===== src/rtl/load_seq_pkg.sv =====
// Purpose: shared types and reset constants for the reload-value sequencer.
// Latency: n/a (types and constants only).
// Backpressure: n/a.
//
// Contents: seq_state_t FSM encoding, reset values for the state and data_load registers.
package load_seq_pkg;

    typedef enum logic [1:0] {
        S_IDLE = 2'd0,
        S_WAIT = 2'd1,
        S_LOAD = 2'd2
    } seq_state_t;

    localparam seq_state_t STATE_RST         = S_IDLE;
    // data_load resets to all-zeros; replicated to WIDTH at the use site.
    localparam logic       DATA_LOAD_RST_BIT = 1'b0;

endpackage


===== src/rtl/load_sequencer_sync_fifo.sv =====
// Purpose: small synchronous FIFO buffering reload values ahead of the sequencer FSM.
// Latency: a push is visible on head/level one cycle later; no write-to-read bypass.
// Backpressure: full is derived from registered pointers only, so a same-cycle pop never frees a slot.
//
// Ports: clk, rst (sync, active-high); push/push_dat write side; pop/head_dat read side;
//        full, empty, level status (level is $clog2(DEPTH)+1 bits).
module sync_fifo #(
    parameter int WIDTH = 8,
    parameter int DEPTH = 4
) (
    input  logic                     clk,
    input  logic                     rst,
    input  logic                     push,
    input  logic [WIDTH-1:0]         push_dat,
    input  logic                     pop,
    output logic [WIDTH-1:0]         head_dat,
    output logic                     full,
    output logic                     empty,
    output logic [$clog2(DEPTH):0]   level
);

    localparam int AW = $clog2(DEPTH);

    logic [WIDTH-1:0] mem_q [DEPTH];
    logic [AW:0]      wr_ptr_q, wr_ptr_d;
    logic [AW:0]      rd_ptr_q, rd_ptr_d;
    logic             do_push;
    logic             do_pop;

    // Pointers carry one extra wrap bit: equal pointers mean empty,
    // equal addresses with differing wrap bits mean full.
    assign empty    = (wr_ptr_q == rd_ptr_q);
    assign full     = (wr_ptr_q[AW] != rd_ptr_q[AW]) &&
                      (wr_ptr_q[AW-1:0] == rd_ptr_q[AW-1:0]);
    assign level    = wr_ptr_q - rd_ptr_q;
    assign head_dat = mem_q[rd_ptr_q[AW-1:0]];

    assign do_push  = push && !full;
    assign do_pop   = pop && !empty;

    always_comb begin
        wr_ptr_d = wr_ptr_q;
        rd_ptr_d = rd_ptr_q;
        if (do_push) begin
            wr_ptr_d = wr_ptr_q + {{AW{1'b0}}, 1'b1};
        end
        if (do_pop) begin
            rd_ptr_d = rd_ptr_q + {{AW{1'b0}}, 1'b1};
        end
    end

    always_ff @(posedge clk) begin
        if (rst) begin
            wr_ptr_q <= '0;
            rd_ptr_q <= '0;
        end else begin
            wr_ptr_q <= wr_ptr_d;
            rd_ptr_q <= rd_ptr_d;
        end
    end

    // Storage needs no reset: resetting the pointers flushes the contents.
    always_ff @(posedge clk) begin
        if (do_push) begin
            mem_q[wr_ptr_q[AW-1:0]] <= push_dat;
        end
    end

endmodule


===== src/rtl/load_sequencer.sv =====
// Purpose: feeds buffered reload values to a loadable up-counter whenever cnt hits the terminal value.
// Latency: terminal hit sampled at edge N -> load/data_load registered from edge N to N+1.
// Backpressure: in_ready = FIFO not-full, from start-of-cycle occupancy only; no bypass when full.
//
// Ports: clk, rst (sync, active-high); in_data/in_valid/in_ready reload input; enable, terminal, cnt
//        control and counter feedback; data_load/load to the counter; level, underrun status.
// Build option: define LOAD_SEQ_UNDERRUN_EN to flag (sticky) a terminal hit with an empty FIFO
//        and drop to IDLE; otherwise such a hit is ignored and underrun is tied low.
module load_sequencer
    import load_seq_pkg::*;
#(
    parameter int WIDTH = 8,
    parameter int DEPTH = 4
) (
    input  logic                     clk,
    input  logic                     rst,
    input  logic [WIDTH-1:0]         in_data,
    input  logic                     in_valid,
    output logic                     in_ready,
    input  logic                     enable,
    input  logic [WIDTH-1:0]         terminal,
    input  logic [WIDTH-1:0]         cnt,
    output logic [WIDTH-1:0]         data_load,
    output logic                     load,
    output logic [$clog2(DEPTH):0]   level,
    output logic                     underrun
);

    seq_state_t       state_q, state_d;
    logic             load_q, load_d;
    logic [WIDTH-1:0] data_load_q, data_load_d;

    logic             fifo_full;
    logic             fifo_empty;
    logic             fifo_pop;
    logic [WIDTH-1:0] fifo_head;
    logic             term_hit;

`ifdef LOAD_SEQ_UNDERRUN_EN
    logic             underrun_q, underrun_d;
`endif

    sync_fifo #(
        .WIDTH (WIDTH),
        .DEPTH (DEPTH)
    ) u_fifo (
        .clk      (clk),
        .rst      (rst),
        .push     (in_valid),
        .push_dat (in_data),
        .pop      (fifo_pop),
        .head_dat (fifo_head),
        .full     (fifo_full),
        .empty    (fifo_empty),
        .level    (level)
    );

    assign in_ready  = !fifo_full;
    assign term_hit  = (cnt == terminal);
    assign load      = load_q;
    assign data_load = data_load_q;

`ifdef LOAD_SEQ_UNDERRUN_EN
    assign underrun  = underrun_q;
`else
    assign underrun  = 1'b0;
`endif

    always_comb begin
        state_d     = state_q;
        load_d      = 1'b0;
        data_load_d = data_load_q;   // held between loads
        fifo_pop    = 1'b0;
`ifdef LOAD_SEQ_UNDERRUN_EN
        underrun_d  = underrun_q;
`endif
        case (state_q)
            S_IDLE: begin
                if (enable) begin
                    state_d = S_WAIT;
                end
            end
            S_WAIT: begin
                if (!enable) begin
                    state_d = S_IDLE;
                end else if (term_hit) begin
                    if (!fifo_empty) begin
                        fifo_pop    = 1'b1;
                        data_load_d = fifo_head;
                        load_d      = 1'b1;
                        state_d     = S_LOAD;
                    end else begin
`ifdef LOAD_SEQ_UNDERRUN_EN
                        underrun_d  = 1'b1;
                        state_d     = S_IDLE;
`endif
                    end
                end
            end
            S_LOAD: begin
                // The pulse is already on the output; hits seen here are
                // ignored so loads are always separated by a WAIT cycle.
                state_d = enable ? S_WAIT : S_IDLE;
            end
            default: begin
                state_d = S_IDLE;
            end
        endcase
    end

    always_ff @(posedge clk) begin
        if (rst) begin
            state_q     <= STATE_RST;
            load_q      <= 1'b0;
            data_load_q <= {WIDTH{DATA_LOAD_RST_BIT}};
`ifdef LOAD_SEQ_UNDERRUN_EN
            underrun_q  <= 1'b0;
`endif
        end else begin
            state_q     <= state_d;
            load_q      <= load_d;
            data_load_q <= data_load_d;
`ifdef LOAD_SEQ_UNDERRUN_EN
            underrun_q  <= underrun_d;
`endif
        end
    end

endmodule

===== config.mk =====
export PLATFORM = sky130hd
export DESIGN_NAME = load_sequencer
export DESIGN_NICKNAME = d
export VERILOG_FILES = /design/src/rtl/load_seq_pkg.sv /design/src/rtl/load_sequencer_sync_fifo.sv /design/src/rtl/load_sequencer.sv
export SDC_FILE = /design/constraint.sdc
export NUM_CORES = 1
export LEC_CHECK = 0
export ABC_CLOCK_PERIOD_IN_PS = 5000
export CAP_MARGIN = 20
export CORE_MARGIN = 5
export CORE_UTILIZATION = 45
export CTS_BUF_LIST = sky130_fd_sc_hd__clkbuf_8 sky130_fd_sc_hd__clkbuf_16
export DETAILED_ROUTE_END_ITERATION = 6
export PLACE_DENSITY = 0.79
export SYNTH_ARGS = -nofsm -noshare
export SYNTH_HDL_FRONTEND = slang
export SYNTH_SLANG_ARGS = --single-unit

===== constraint.sdc =====
create_clock -name clk -period 5 [get_ports clk]
set_clock_uncertainty 0.05 [all_clocks]
set_input_delay 0.75 -clock clk [delete_from_list [all_inputs] [get_ports clk]]
set_output_delay 0.75 -clock clk [all_outputs]
set_load 0.03 [all_outputs]

==> results.py <==
metrics = {
    "routing": {
        "vias": 1243,
        "route.antenna.remaining_nets": 0,
        "postRouteWirelength_um": 3890,
        "route.detailed.drc": 0,
        "post_drt_via_cell_ratio": 5.07,
        "drt_iter0_markers": 59,
        "detail_route.first_pass.iterations": 4,
        "route.detailed.wl_per_inst_um": 15.9,
    },
    "synth": {
        "synth_top_cell_area_share": 0.443,
        "synth.largest_area_cell": "sky130_fd_sc_hd__edfxtp_1",
        "synth-seq-area-share": 0.600,
        "mappedNetlistArea_sq_um": 2170,
        "syn-instance-count": 150,
        "ys_seq_elements": 49,
        "synth_area_leaders": "sky130_fd_sc_hd__edfxtp_1 (44%), sky130_fd_sc_hd__dfxtp_1 (16%), sky130_fd_sc_hd__mux4_2 (8.3%)",
        "yosysWarnings": 0,
        "synthDistinctLibCells": 32,
        "synth_nets": 186,
        "synthesized_area_per_cell_sq_um": 14.5,
    },
    "floorplanning": {
        "initial_utilization": 0.462,
        "rows": 25,
        "placeableCoreArea_sq_um": 4690,
        "area_of_the_die_sq_um": 6310,
        "num_io_pins": 42,
        "fp.dieW_um": 79.4,
        "chipHeight_um": 79.4,
    },
    "min_path": {
        "timing.hold.worst.class": "register to register",
    },
    "worst_setup_path": {
        "largest_fanout_on_the_critical_path": 12,
        "worst-setup-path-type": "register to output port",
        "crit_path_top_delay_cell": "sky130_fd_sc_hd__dfxtp_1",
        "worst_setup_path_end_kind": "output port",
        "timing.critical_path.from_type": "register",
        "critical_path_arrival_ns": 2.48,
        "cp_slowest_stage_delay_ns": 0.78,
        "worst_ep_required_time_ns": 4.20,
        "cp_cell_instances": "ha_1 -> fa_1 -> inv_1 -> clkdlybuf4s50_1",
    },
    "timing": {
        "max_clock_freq_mhz": 305,
        "total_negative_slack_ns": 0,
        "final_hold_viol_count": 0,
        "period_minus_slack_ns": 3.28,
        "worstMarginPinSlew_ns": 0.917,
        "timing.final.crit_share": 0.656,
        "finalSetupViolCount": 0,
        "relSlewSlack": 0.385,
        "grt_setup_unrepaired": "false",
        "final_max_slew_viol_count": 0,
        "setup_ws_ns": 1.72,
    },
    "final_layout": {
        "final_cell_mix": "sky130_fd_sc_hd__clkdlybuf4s50_1 (40), sky130_fd_sc_hd__edfxtp_1 (32), sky130_fd_sc_hd__nand2b_1 (19)",
        "syn_to_final_growth_pct": 25.0,
        "utilization": 0.578,
        "layout.cells.most_common": "sky130_fd_sc_hd__clkdlybuf4s50_1",
        "fillerInstances": 367,
        "area.sequential_sq_um": 1300,
        "post-route-cell-area_sq_um": 2710,
        "multi_input_comb_area_sq_um": 806,
        "final_net_count": 226,
        "drive_above_1_share": 0.0995,
        "insertedDiodeCount": 0,
    },
    "place": {
        "finalWeightedCongestion": 0.743,
        "detailed_place_hpwl_um": 2890,
        "io_buffers": 40,
        "detailedPlace.worstSlack_ns": 1.89,
        "post_dp_cell_area_sq_um": 2600,
    },
    "global_route": {
        "grt_pass1_wl_um": 6330,
        "overflow_after_grt": 0,
        "number_of_antenna_violations_at_the_first_check_in_global_routing": 0,
        "global_route.usage.total": 0.132,
        "first_global_vias": 1306,
        "largest_net_degree_at_the_start_of_global_routing": 28,
    },
    "power": {
        "leakagePower_uw": 0.000916,
        "ir_drop_uv": 151,
        "power.density_cell_area_nw_per_um2": 292,
    },
    "clock_tree": {
        "cts_buffer_count": 5,
        "clk_path_buf_depth": 2,
        "cts_resized": 0,
        "clkSinkCount": 49,
        "clock_tree_root_buffer_cell": "sky130_fd_sc_hd__clkbuf_8",
        "htreeDepth": 2,
        "worst_setup_hold_path_clk_slew_ns": 0.09,
        "post-cts-setup-buffers": 0,
        "tritoncts": "done",
        "post_cts_hold_buffer_count": 0,
        "clock_insertion_delay_worst_skew_ns": 0.30,
    },
    "job": {
        "drv_cap": 0,
    },
    "status": {
        "run_status": "finished clean",
    },
}
[synth_stat cells]
cell type                  instances
sky130_fd_sc_hd__a21oi_1           2
sky130_fd_sc_hd__a311o_1           1
sky130_fd_sc_hd__and2_1            3
sky130_fd_sc_hd__and3_1            1
sky130_fd_sc_hd__and3b_1           1
sky130_fd_sc_hd__buf_2             1
sky130_fd_sc_hd__buf_4             2
sky130_fd_sc_hd__clkbuf_1          4
sky130_fd_sc_hd__conb_1            1
sky130_fd_sc_hd__dfxtp_1          17
sky130_fd_sc_hd__edfxtp_1         32
sky130_fd_sc_hd__fa_1              1
sky130_fd_sc_hd__ha_1              7
sky130_fd_sc_hd__inv_1             7
sky130_fd_sc_hd__mux2_2            1
sky130_fd_sc_hd__mux2i_1          10
sky130_fd_sc_hd__mux4_2            8
sky130_fd_sc_hd__nand2_1           2
sky130_fd_sc_hd__nand2b_1         19
sky130_fd_sc_hd__nand3_1           1
sky130_fd_sc_hd__nand4_1           2
sky130_fd_sc_hd__nor2_1            4
sky130_fd_sc_hd__nor2b_1           1
sky130_fd_sc_hd__nor3_2            1
sky130_fd_sc_hd__nor4b_1           2
sky130_fd_sc_hd__o211ai_1          1
sky130_fd_sc_hd__o21a_1            1
sky130_fd_sc_hd__o31ai_1           2
sky130_fd_sc_hd__or2_2             1
sky130_fd_sc_hd__or4_1             2
sky130_fd_sc_hd__xnor2_1           9
sky130_fd_sc_hd__xor2_1            3
[registers in the layout (all words and copies together) (netlist names)]
register and count:
u_fifo.mem_q 32, data_load 8, u_fifo.rd_ptr_q 3, u_fifo.wr_ptr_q 3, state_q 2, load 1
[through the flow]
stage	hold slack, ns	instances	power, uW
floorplan	0.346	150	504
global placement	0.360	237	539
detailed placement	0.378	237	544
CTS	0.390	245	801
global route	0.420	245	825
finish	0.389	245	793
[power breakdown]
| part | switching (uW) | total, uW | internal (uW) |
|---|---|---|---|
| sequential | 5.00 | 451 | 446 |
| clock | 130 | 259 | 130 |
| combinational | 39.2 | 82.2 | 43.0 |
[cell families after synthesis]
logic type,count (synthesis),synth area share
other,1,0.00173
AO/OA/AOI/OAI,7,0.0231
flip-flops,49,0.600
adder cells (fa/ha/maj),8,0.0496
buffers and inverters,14,0.0283
AND/OR/NAND/NOR,40,0.114
multiplexers,19,0.134
XOR/XNOR,12,0.0485
[final timing paths]
| kind | startpoint | endpoint | slack [ns] | cells past startpoint |
|---|---|---|---|---|
| setup / recovery | u_fifo.rd_ptr_q[0] | level[1] | 1.72 | 4 |
| hold / removal | state_q[0] | state_q[0] | 0.39 | 1 |
| setup reg to reg | u_fifo.rd_ptr_q[1] | u_fifo.rd_ptr_q[0] | 2.14 | 5 |
| hold reg to reg | state_q[0] | state_q[0] | 0.39 | 1 |
[worst max-delay path, delay by kind of cell, from the launching register on]
| family | cells | cell delay (ns) |
|---|---|---|
| adders and majority gates | 2 | 0.67 |
| DFF | 1 | 0.78 |
| buffers and inverters | 2 | 0.73 |
[per-layer routing]
layer  GRT usage  wire length [um]
met3      0.0395               226
met1       0.153              1580
met2       0.228              2020
met5           0                 0
met4      0.0515                64
[area by class of cell]
type / count / area share
Clock buffer: 6 / 0.0346
Clock inverter: 2 / 0.00600
Inverter: 7 / 0.00969
Multi-Input combinational cell: 87 / 0.297
Sequential cell: 49 / 0.480
Tap cell: 54 / 0.0249
Timing Repair Buffer: 40 / 0.148
(Power assumes the default switching activity.)
